==> src/rtl/uart_driver_cfg.sv <==
// ---------------------------------------------------------------------------
// uart_driver_cfg
//   Full-duplex UART PHY with a configurable frame (data bits, parity, stop
//   bits) and RX error detection. Bit timers and shift registers are built in.
//
//   Optional feature macro: UART_RX_MAJORITY_VOTE_EN
//     defined   : each RX bit is the majority of three samples taken at
//                 mid-1, mid and mid+1; the bit decision (and rx_new_data)
//                 lands one cycle later than the single-sample build.
//     undefined : one sample at mid-bit.
//
//   Ports
//     sys_clk        system clock
//     rst            asynchronous reset, active low
//     tx_start       start a frame (only honoured while tx_ready=1)
//     tx_data        payload, captured in the tx_start cycle
//     tx_ready       transmitter idle
//     tx_out         registered serial output, idle high
//     rx_in          asynchronous serial input
//     rx_data        last received payload
//     rx_new_data    one-cycle pulse when a frame completes
//     rx_ready       receiver idle
//     rx_parity_err  parity mismatch on the last frame
//     rx_frame_err   a stop bit was sampled low on the last frame
// ---------------------------------------------------------------------------
module uart_driver_cfg #(
  parameter int BIT_DURATION  = 104,
  parameter int NUM_DATA_BITS = 8,
  parameter int PARITY_MODE   = 0,
  parameter int NUM_STOP_BITS = 1
) (
  input  logic                     sys_clk,
  input  logic                     rst,
  input  logic                     tx_start,
  input  logic [NUM_DATA_BITS-1:0] tx_data,
  output logic                     tx_ready,
  output logic                     tx_out,
  input  logic                     rx_in,
  output logic [NUM_DATA_BITS-1:0] rx_data,
  output logic                     rx_new_data,
  output logic                     rx_ready,
  output logic                     rx_parity_err,
  output logic                     rx_frame_err
);

  localparam int HAS_PARITY = (PARITY_MODE != 0) ? 1 : 0;
  localparam int FRAME_BITS = 1 + NUM_DATA_BITS + HAS_PARITY + NUM_STOP_BITS;
  localparam int TW = $clog2(BIT_DURATION);
  localparam int CW = $clog2(FRAME_BITS + 1);
  localparam logic [TW-1:0] BIT_LAST  = TW'(BIT_DURATION - 1);
  localparam logic [CW-1:0] DATA_LAST = CW'(NUM_DATA_BITS - 1);
  localparam logic [CW-1:0] STOP_LAST = CW'(NUM_STOP_BITS - 1);
  localparam logic          ODD       = (PARITY_MODE == 2);
`ifdef UART_RX_MAJORITY_VOTE_EN
  localparam logic [TW-1:0] START_SAMPLE = TW'(BIT_DURATION / 2);
`else
  localparam logic [TW-1:0] START_SAMPLE = TW'(BIT_DURATION / 2 - 1);
`endif

  typedef enum logic [2:0] {IDLE, START, DATA, PARITY, STOP} state_t;

  // ---------------- transmitter ----------------
  state_t                   tx_state, tx_state_nxt;
  logic [TW-1:0]            tx_timer, tx_timer_nxt;
  logic [CW-1:0]            tx_cnt, tx_cnt_nxt;
  logic [NUM_DATA_BITS-1:0] tx_shift, tx_shift_nxt;
  logic                     tx_par, tx_par_nxt;
  logic                     tx_out_nxt;

  assign tx_ready = (tx_state == IDLE);

  // TX state and datapath registers; reset forces the line idle high.
  always_ff @(posedge sys_clk or negedge rst) begin
    if (!rst) begin
      tx_state <= IDLE;
      tx_timer <= '0;
      tx_cnt   <= '0;
      tx_shift <= '0;
      tx_par   <= 1'b0;
      tx_out   <= 1'b1;
    end else begin
      tx_state <= tx_state_nxt;
      tx_timer <= tx_timer_nxt;
      tx_cnt   <= tx_cnt_nxt;
      tx_shift <= tx_shift_nxt;
      tx_par   <= tx_par_nxt;
      tx_out   <= tx_out_nxt;
    end
  end

  // TX next state: tx_out is loaded with the next bit value on the last
  // cycle of the current bit so every bit lasts exactly BIT_DURATION cycles.
  always_comb begin
    tx_state_nxt = tx_state;
    tx_timer_nxt = tx_timer + 1'b1;
    tx_cnt_nxt   = tx_cnt;
    tx_shift_nxt = tx_shift;
    tx_par_nxt   = tx_par;
    tx_out_nxt   = tx_out;
    case (tx_state)
      IDLE: begin
        tx_timer_nxt = '0;
        if (tx_start) begin
          tx_state_nxt = START;
          tx_shift_nxt = tx_data;
          tx_par_nxt   = (^tx_data) ^ ODD;
          tx_cnt_nxt   = '0;
          tx_out_nxt   = 1'b0;
        end
      end
      START: begin
        if (tx_timer == BIT_LAST) begin
          tx_timer_nxt = '0;
          tx_state_nxt = DATA;
          tx_out_nxt   = tx_shift[0];
        end
      end
      DATA: begin
        if (tx_timer == BIT_LAST) begin
          tx_timer_nxt = '0;
          if (tx_cnt == DATA_LAST) begin
            tx_cnt_nxt = '0;
            if (HAS_PARITY != 0) begin
              tx_state_nxt = PARITY;
              tx_out_nxt   = tx_par;
            end else begin
              tx_state_nxt = STOP;
              tx_out_nxt   = 1'b1;
            end
          end else begin
            tx_cnt_nxt   = tx_cnt + 1'b1;
            tx_shift_nxt = tx_shift >> 1;
            tx_out_nxt   = tx_shift[1];
          end
        end
      end
      PARITY: begin
        if (tx_timer == BIT_LAST) begin
          tx_timer_nxt = '0;
          tx_state_nxt = STOP;
          tx_out_nxt   = 1'b1;
        end
      end
      STOP: begin
        if (tx_timer == BIT_LAST) begin
          tx_timer_nxt = '0;
          if (tx_cnt == STOP_LAST) begin
            tx_state_nxt = IDLE;
          end else begin
            tx_cnt_nxt = tx_cnt + 1'b1;
          end
        end
      end
      default: tx_state_nxt = IDLE;
    endcase
  end

  // ---------------- receiver ----------------
  logic rx_sync1, rx_sync2, rx_prev;
  logic rx_fall, rx_bit;

  // Two-flop synchroniser plus a delayed copy for falling-edge detection.
  // Reset to 1 so leaving reset never looks like a start edge.
  always_ff @(posedge sys_clk or negedge rst) begin
    if (!rst) begin
      rx_sync1 <= 1'b1;
      rx_sync2 <= 1'b1;
      rx_prev  <= 1'b1;
    end else begin
      rx_sync1 <= rx_in;
      rx_sync2 <= rx_sync1;
      rx_prev  <= rx_sync2;
    end
  end

  assign rx_fall = rx_prev & ~rx_sync2;

`ifdef UART_RX_MAJORITY_VOTE_EN
  logic [1:0] rx_hist;

  // Two previous synchronised samples; the vote is taken one cycle after mid.
  always_ff @(posedge sys_clk or negedge rst) begin
    if (!rst) begin
      rx_hist <= 2'b11;
    end else begin
      rx_hist <= {rx_hist[0], rx_sync2};
    end
  end

  assign rx_bit = (rx_hist[1] & rx_hist[0]) | (rx_hist[1] & rx_sync2) |
                  (rx_hist[0] & rx_sync2);
`else
  assign rx_bit = rx_sync2;
`endif

  state_t                   rx_state, rx_state_nxt;
  logic [TW-1:0]            rx_timer, rx_timer_nxt;
  logic [CW-1:0]            rx_cnt, rx_cnt_nxt;
  logic [NUM_DATA_BITS-1:0] rx_shift, rx_shift_nxt;
  logic                     rx_par_acc, rx_par_acc_nxt;
  logic                     rx_ferr_acc, rx_ferr_acc_nxt;
  logic [NUM_DATA_BITS-1:0] rx_data_nxt;
  logic                     rx_new_nxt, rx_perr_nxt, rx_ferr_nxt;

  assign rx_ready = (rx_state == IDLE);

  // RX state, working registers and the visible result registers.
  always_ff @(posedge sys_clk or negedge rst) begin
    if (!rst) begin
      rx_state      <= IDLE;
      rx_timer      <= '0;
      rx_cnt        <= '0;
      rx_shift      <= '0;
      rx_par_acc    <= 1'b0;
      rx_ferr_acc   <= 1'b0;
      rx_data       <= '0;
      rx_new_data   <= 1'b0;
      rx_parity_err <= 1'b0;
      rx_frame_err  <= 1'b0;
    end else begin
      rx_state      <= rx_state_nxt;
      rx_timer      <= rx_timer_nxt;
      rx_cnt        <= rx_cnt_nxt;
      rx_shift      <= rx_shift_nxt;
      rx_par_acc    <= rx_par_acc_nxt;
      rx_ferr_acc   <= rx_ferr_acc_nxt;
      rx_data       <= rx_data_nxt;
      rx_new_data   <= rx_new_nxt;
      rx_parity_err <= rx_perr_nxt;
      rx_frame_err  <= rx_ferr_nxt;
    end
  end

  // RX next state: the start bit is checked half a bit in, then every later
  // bit exactly one bit period after the previous decision. The frame is
  // closed at the last stop-bit sample, half a bit before the line frees up.
  always_comb begin
    rx_state_nxt    = rx_state;
    rx_timer_nxt    = rx_timer + 1'b1;
    rx_cnt_nxt      = rx_cnt;
    rx_shift_nxt    = rx_shift;
    rx_par_acc_nxt  = rx_par_acc;
    rx_ferr_acc_nxt = rx_ferr_acc;
    rx_data_nxt     = rx_data;
    rx_new_nxt      = 1'b0;
    rx_perr_nxt     = rx_parity_err;
    rx_ferr_nxt     = rx_frame_err;
    case (rx_state)
      IDLE: begin
        rx_timer_nxt = '0;
        if (rx_fall) begin
          rx_state_nxt    = START;
          rx_cnt_nxt      = '0;
          rx_par_acc_nxt  = 1'b0;
          rx_ferr_acc_nxt = 1'b0;
        end
      end
      START: begin
        if (rx_timer == START_SAMPLE) begin
          rx_timer_nxt = '0;
          rx_state_nxt = rx_bit ? IDLE : DATA;
        end
      end
      DATA: begin
        if (rx_timer == BIT_LAST) begin
          rx_timer_nxt   = '0;
          rx_shift_nxt   = {rx_bit, rx_shift[NUM_DATA_BITS-1:1]};
          rx_par_acc_nxt = rx_par_acc ^ rx_bit;
          if (rx_cnt == DATA_LAST) begin
            rx_cnt_nxt   = '0;
            rx_state_nxt = (HAS_PARITY != 0) ? PARITY : STOP;
          end else begin
            rx_cnt_nxt = rx_cnt + 1'b1;
          end
        end
      end
      PARITY: begin
        if (rx_timer == BIT_LAST) begin
          rx_timer_nxt   = '0;
          rx_par_acc_nxt = rx_par_acc ^ rx_bit;
          rx_state_nxt   = STOP;
        end
      end
      STOP: begin
        if (rx_timer == BIT_LAST) begin
          rx_timer_nxt    = '0;
          rx_ferr_acc_nxt = rx_ferr_acc | ~rx_bit;
          if (rx_cnt == STOP_LAST) begin
            rx_state_nxt = IDLE;
            rx_new_nxt   = 1'b1;
            rx_data_nxt  = rx_shift;
            rx_perr_nxt  = (HAS_PARITY != 0) ? (rx_par_acc ^ ODD) : 1'b0;
            rx_ferr_nxt  = rx_ferr_acc | ~rx_bit;
          end else begin
            rx_cnt_nxt = rx_cnt + 1'b1;
          end
        end
      end
      default: rx_state_nxt = IDLE;
    endcase
  end

endmodule

==> config.mk <==
export PLATFORM = sky130hd
export DESIGN_NAME = uart_driver_cfg
export DESIGN_NICKNAME = d
export VERILOG_FILES = /design/src/rtl/uart_driver_cfg.sv
export SDC_FILE = /design/constraint.sdc
export NUM_CORES = 1
export LEC_CHECK = 0
export CAP_MARGIN = 20
export CORE_MARGIN = 2
export CORE_UTILIZATION = 50
export DETAILED_ROUTE_END_ITERATION = 10
export GPL_TIMING_DRIVEN = 0
export PLACE_DENSITY = 0.73
export SLEW_MARGIN = 20
export SYNTH_ARGS = -nofsm -noshare
export SYNTH_HDL_FRONTEND = slang
export SYNTH_SLANG_ARGS = --single-unit
==> constraint.sdc <==
create_clock -name sys_clk -period 1.97 [get_ports sys_clk]
set_input_delay 0.2955 -clock sys_clk [delete_from_list [all_inputs] [get_ports sys_clk]]
set_output_delay 0.2955 -clock sys_clk [all_outputs]
set_load 0.02 [all_outputs]
==> results of run 1 <==
registers in the layout, indices dropped and copies added, names as in the netlist:
signal and cells:
rx_bit 1, tx_timer 7, rx_cnt 4, rx_timer 7
rx_shift 8, rx_sync1 1, rx_data 8, rx_state 3
tx_out 1, tx_cnt 4, rx_ferr_acc 1, rx_new_data 1
rx_frame_err 1, rx_prev 1, tx_shift 8, tx_state 3
metrics by stage:
step,hold WS [ns],total power (uW),setup WS (ns),cell area (um^2)
6_report,0.0171,3130,0.0400,3640
5_1_grt,0.0739,3300,-0.0309,3640
4_1_cts,0.0433,3140,0.00881,3560
3_5_place_dp,0.347,1870,-0.257,3290
3_3_place_gp,0.345,1850,-1.21,3290
2_1_floorplan,-0.0000911,1720,0.0366,2960
cell type report:
class | count | area share, %
inverter | 12 | 1.24
tap | 75 | 2.58
multi-input combinational | 183 | 40.6
sequential | 59 | 40.7
buffer | 7 | 1.17
clock buffer | 9 | 3.40
timing repair buffer | 26 | 7.59
clock inverter | 7 | 2.75
power by group through the flow:
stage | sequential (uW) | combinational (uW) | clock [uW]
2_1_floorplan | 1370 | 348 | 0
3_3_place_gp | 1390 | 463 | 0
3_5_place_dp | 1390 | 479 | 0
4_1_cts | 1400 | 473 | 1270
5_1_grt | 1420 | 549 | 1330
6_report | 1400 | 490 | 1240
path summary, 6_finish.rpt:
check                         endpoint  startpoint  slack [ns]  cells after the start
hold / removal             tx_state[1]         rst        0.02                      1
min in group sys_clk            rx_bit    rx_sync1        0.36                      0
max in group asynchronous    rx_cnt[0]         rst        1.48                      1
setup reg to reg            rx_data[7]   rx_cnt[0]        0.04                      5
hold reg to reg                 rx_bit    rx_sync1        0.36                      0
setup / recovery            rx_data[7]   rx_cnt[0]        0.04                      5
what timing repair did:
action / in CTS / in global routing
pin swaps: 2 / 1
cloned: 0 / 1
setup buffers: 1 / 1
setup endpoints to repair: 27 / 30
resized for setup: 9 / 21
per-layer routing:
| metal | share of wire [%] | GRT usage (%) |
|---|---|---|
| met1 | 45 | 21.4 |
| met2 | 48 | 28.9 |
| met3 | 4.9 | 5.78 |
| met4 | 1.5 | 7.46 |
| met5 | 0 | 0 |
cell families (layout without fill, tap and decap cells):
group / after synthesis / in the layout / share of synthesized area (%)
adders and majority gates: 7 / 7 / 2.88
and+or+nand+nor: 90 / 91 / 17.3
DFF: 59 / 59 / 50.1
buffers and inverters: 22 / 61 / 3.43
xor gates and xnor gates: 11 / 11 / 3.26
muxes: 36 / 36 / 14.5
other: 1 / 1 / 0.127
AOI/OAI and AO/OA: 37 / 37 / 8.46
cell usage in the layout (no fill, tap or decap), types with 7 or more instances in the layout:
cell type        count
mux2_4               7
o21ai_0              8
mux2_2              26
nor2_1              26
clkdlybuf4s50_1     21
inv_1               10
dfrtp_1             55
nand2_1             11
clkbuf_8             9
a21oi_1             10
worst max-delay path, delay by kind of cell, from the launching register on:
kind,cells,cell delay [ns]
simple gates,2,0.86
flops,1,0.40
mux,1,0.33
fa+ha+maj,1,0.14
buf+inv,1,0.07
==> metrics.md, run 1 <==
| Metric | Value |
|---|---|
| Crit end category | `flip-flop` |
| Critical Path RT | `2.19 ns` |
| Initial DRC Count | `133` |
| Initial Utilization | `50.9%` |
| Final Hold Vio Count | `0` |
| Async SR Flop Fraction | `100%` |
| Switching Fraction | `28.7%` |
| P_sw | `897 uW` |
| Slew Limit Fails | `0` |
| Core footprint | `5820 um^2` |
| TNS Setup | `0 ns` |
| Reg power frac | `44.7%` |
| CTS tree | `done` |
| Layout cell share with drive strength beyond 1 | `27.4%` |
| Comb pwr share | `15.6%` |
| DP HPWL | `3.69 mm` |
| Pre-antenna DRT Iters | `4` |
| Mapped Cells | `263` |
| Achievable frequency | `518 MHz` |
| Syn. warnings | `0` |
| Number of port buffers | `24` |
| Cts bufs inserted | `9` |
| I/O pins | `26` |
| Die Height | `80.9 um` |
| Int Power | `2230 uW` |
| Max-slew headroom | `51.8%` |
| Tcrit/Tclk final | `98.0%` |
| Clock Tree Buf Depth | `2` |
| Cell taking the most area after synthesis | `dfrtp_1` |
| Routability cong. | `0.842` |
| Clock sink total | `59` |
| Die width | `80.9 um` |
| Register area | `1480 um^2` |
| Multi-input gate area | `1480 um^2` |
| # setup viols final | `0` |
| Hold Crit Class | `input port to asynchronous set/reset pin` |
| DRC Markers | `0` |
| Share of the synthesized area in the top cell type | `46.5%` |
| Mapped cell area | `2960 um^2` |
| Residual overflow from global routing | `0` |
| Number of flops mapped to enable cells by yosys | `0` |
| Rows | `28` |
| Critical path type | `flip-flop to flip-flop` |
| Drt wl/cell | `14.5 um` |
| Clock Tree Root | `clkbuf_8` |
| Area contributors post-synth | `dfrtp_1 (47%), mux2_2 (9.9%), dfstp_2 (3.6%), mux2_4 (3.6%), nor2_1 (3.4%)` |
| Critical path's slowest cell | `or4b_4` |
| Dpl cells | `362` |
| Post-synth top cells | `dfrtp_1 (55), nor2_1 (27), mux2_2 (26), inv_1 (12), nand2_1 (12)` |
| Unrepaired setup endpoints after global routing | `true` |
| Seq/Total Area, Yosys | `50.1%` |
| Status | `finished, final reports clean` |
| First-pass GRT wire length | `8.67 mm` |
| Most numerous cell in the Yosys netlist | `dfrtp_1` |
| Critical path fanouts, max | `6` |
| Total Nets Final | `316` |
| Post-Syn Nets | `281` |
| Final cell count without fillers | `378` |
| Worst-margin pin slew | `0.723 ns` |
| Most used DFF post-synth | `dfrtp_1` |
| P per Cell Area | `860 nW/um^2` |
| Hold Buf Count CTS | `0` |
| Fillers | `485` |
| Leak | `0.00161 uW` |
| Final wirelength | `5.49 mm` |
| ANT nets after route | `0` |
| Synthesis-to-layout area growth | `23.1%` |
| Die ar. | `6550 um^2` |
| Clock share of power | `39.6%` |
| Largest net degree at the start of global routing | `60` |
| Final core occ | `62.6%` |
| Worst stage delay on the critical path | `0.59 ns` |
| Final min period | `1.93 ns` |
| Crit path DAT | `2.15 ns` |
| Syn_area_per_cell | `11.2 um^2` |
| Crit-path cells | `inv_2, ha_1, nor3b_4, or4b_4, mux2_4` |
| GRT Total Usage | `17.6%` |
| Via count | `2040` |
| Vias in the first global route | `1922` |
| Clock-pin slew on the worst setup and hold paths | `0.07 ns` |
| Startpoint type of the worst setup path | `flip-flop` |
| Max IR drop VDD | `521 uV` |
| Initial antenna violation count | `0` |
| Htree depth | `3` |
| Worst Skew | `0.00867 ns` |
| Via density | `5.40` |
| Max Cap Viol | `0` |
| Post-synth cell types | `49` |
| Synth Register Bits | `59` |
| Worst-Skew Late Latency | `0.34 ns` |
| N_diodes | `0` |
Power figures use the tool's default switching activity.
==> inputs of run 2 (changes only) <==
--- a/config.mk
+++ b/config.mk
@@ -11,6 +11,7 @@
 export DETAILED_ROUTE_END_ITERATION = 10
 export GPL_TIMING_DRIVEN = 0
 export PLACE_DENSITY = 0.73
+export SKIP_CTS_REPAIR_TIMING = 1
 export SLEW_MARGIN = 20
 export SYNTH_ARGS = -nofsm -noshare
 export SYNTH_HDL_FRONTEND = slang
==> run 2 against run 1 <==
The flow now finishes with violations (setup timing). Final cell count unchanged. Clock skew is 0.0018 ns higher. Critical path type unchanged. Clock power is essentially flat. Critical endpoint unchanged. Global-route usage down 0.052 points. Register-to-register slack worse by 0.04 ns. Fmax fell by 2.0%. Worst setup slack got worse by 0.040 ns. Via count shrank 1.3%.
==> metrics.md, run 2 (same netlist as run 1, synthesis figures left out) <==
| Metric | Value |
|---|---|
| Achievable frequency | `508 MHz (-2.0%)` |
| Failing checks | `setup timing` |
| DP HPWL | `3.69 mm (unchanged)` |
| Final worst setup slack | `-0.000315 ns (-0.0403 ns)` |
| Pre-antenna DRT Iters | `4 (unchanged)` |
| GRT Total Usage | `17.6% (-0.052 points)` |
| Initial antenna violation count | `0 (unchanged)` |
| Initial Utilization | `50.9% (unchanged)` |
| Worst Skew | `0.0105 ns (+0.00179 ns)` |
| Cts bufs inserted | `9 (unchanged)` |
| DRC Markers | `0 (unchanged)` |
| Crit end category | `flip-flop` |
| Via density | `5.33 (-1.3%)` |
| Crit path DAT | `2.20 ns (+0.05 ns)` |
| Dpl cells | `362 (unchanged)` |
| Layout cell share with drive strength beyond 1 | `26.7% (-0.66 points)` |
| Initial DRC Count | `107 (-20%)` |
| Slew Limit Fails | `0 (unchanged)` |
| Die Height | `80.9 um (unchanged)` |
| Critical path fanouts, max | `10 (+4)` |
| Largest net degree at the start of global routing | `60 (unchanged)` |
| Core footprint | `5820 um^2 (unchanged)` |
| Startpoint type of the worst setup path | `flip-flop` |
| Clock-pin slew on the worst setup and hold paths | `0.07 ns (about the same)` |
| Final Hold Vio Count | `0 (unchanged)` |
| Max Cap Viol | `0 (unchanged)` |
| N_diodes | `0 (unchanged)` |
| Placed Instance Area | `3290 um^2 (unchanged)` |
| Most common cell after layout, fill and taps aside | `dfrtp_1` |
| Total Nets Final | `316 (unchanged)` |
| Max IR drop VDD | `516 uV (-1.1%)` |
| Fin area | `3640 um^2 (unchanged)` |
| Clock Tree Root | `clkbuf_8` |
| Residual overflow from global routing | `0 (unchanged)` |
| Status | `complete, but fails checks` |
| Hold Crit Class | `input port to asynchronous set/reset pin` |
| Critical path type | `flip-flop to flip-flop` |
| Leak | `0.00163 uW (+1.7%)` |
| Leading registers by flop count | `rx_data x8, rx_shift x8, tx_shift x8` |
| P per Cell Area | `858 nW/um^2 (-0.28%)` |
| Max-slew headroom | `51.0% (-0.78 points)` |
| Final min period | `1.97 ns (+0.0403 ns)` |
| Die width | `80.9 um (unchanged)` |
| Register area | `1480 um^2 (unchanged)` |
| Worst-Skew Late Latency | `0.34 ns (about the same)` |
| Die ar. | `6550 um^2 (unchanged)` |
| First-pass GRT wire length | `8.64 mm (-0.40%)` |
| Via count | `2014 (-1.3%)` |
| Rows | `28 (unchanged)` |
| Final cell count without fillers | `378 (unchanged)` |
| Htree depth | `3 (unchanged)` |
| Clock sink total | `59 (unchanged)` |
| I/O pins | `26 (unchanged)` |
| Fillers | `487 (+0.41%)` |
| ANT nets after route | `0 (unchanged)` |
| Number of port buffers | `24 (unchanged)` |
| Critical Path RT | `2.19 ns (about the same)` |
| Clock Tree Buf Depth | `2 (unchanged)` |
| CTS tree | `done` |
| Synthesis-to-layout area growth | `23.1% (unchanged)` |
| Drt wl/cell | `14.4 um (-0.80%)` |
| # setup viols final | `1 (+1)` |
| Vias in the first global route | `1916 (-0.31%)` |
| Worst-margin pin slew | `0.735 ns (+0.0117 ns)` |
| Unrepaired setup endpoints after global routing | `true` |
| Final core occ | `62.6% (unchanged)` |
| Routability cong. | `0.842 (unchanged)` |
| Most frequent cells in the layout | `dfrtp_1 (55), nor2_1 (26), mux2_2 (26)` |
| Multi-input gate area | `1460 um^2 (-1.4%)` |
| Pre-CTS setup slack | `-0.257 ns (unchanged)` |
| Tcrit/Tclk final | `100% (+2.0 points)` |
| Final wirelength | `5.44 mm (-0.80%)` |
==> run 2: where the power goes <==
group	total (uW)	internal [uW]	switching [uW]	leakage [uW]
combinational	486	216	271	0.000762
sequential	1400	1300	102	0.000759
clock	1240	722	514	0.000114
total	3120	2240	887	0.00163
==> run 2: worst max-delay path: stages (launching register included) <==
cell and delay, ns:
dfrtp_1 0.34, buf_6 0.13, or3b_4 0.41, or4b_4 0.51
buf_8 0.17, mux2_4 0.29
==> run 2: final cells by class <==
cell class                      instances  share of cell area (%)
Multi-Input combinational cell        182                    40.0
Sequential cell                        59                    40.7
Timing Repair Buffer                   27                    7.97
Tap cell                               75                    2.58
Inverter                               12                    1.24
Buffer                                  7                    1.37
Clock buffer                            9                    3.40
Clock inverter                          7                    2.75
==> run 2: path summary, 6_finish.rpt <==
check,start,to,slack [ns],depth (start not counted)
setup / recovery,rx_state[2],rx_data[7],-0.0003,5
hold / removal,rst,tx_timer[4],0.01,1
setup reg to reg,rx_state[2],rx_data[7],-0.0003,5
hold reg to reg,rx_sync1,rx_bit,0.36,0
max in group asynchronous,rst,rx_cnt[0],1.47,1
min in group sys_clk,rx_sync1,rx_bit,0.36,0
==> run 2: stage by stage <==
step / TNS, ns / total power (uW) / hold WS (ns)
floorplan: 0 / 1720 / -0.0000911
global placement: -72.50 / 1850 / 0.345
detailed placement: -3.89 / 1870 / 0.347
CTS: -4.81 / 3120 / 0.0433
global route: -0.351 / 3290 / 0.0741
finish: -0.000315 / 3120 / 0.0133
==> run 2: per-layer routing <==
| layer | GRT usage [%] | part of all wire [%] |
|---|---|---|
| met1 | 21.4 | 46 |
| met2 | 28.4 | 48 |
| met3 | 5.89 | 4.3 |
| met4 | 7.97 | 1.6 |
| met5 | 0 | 0 |
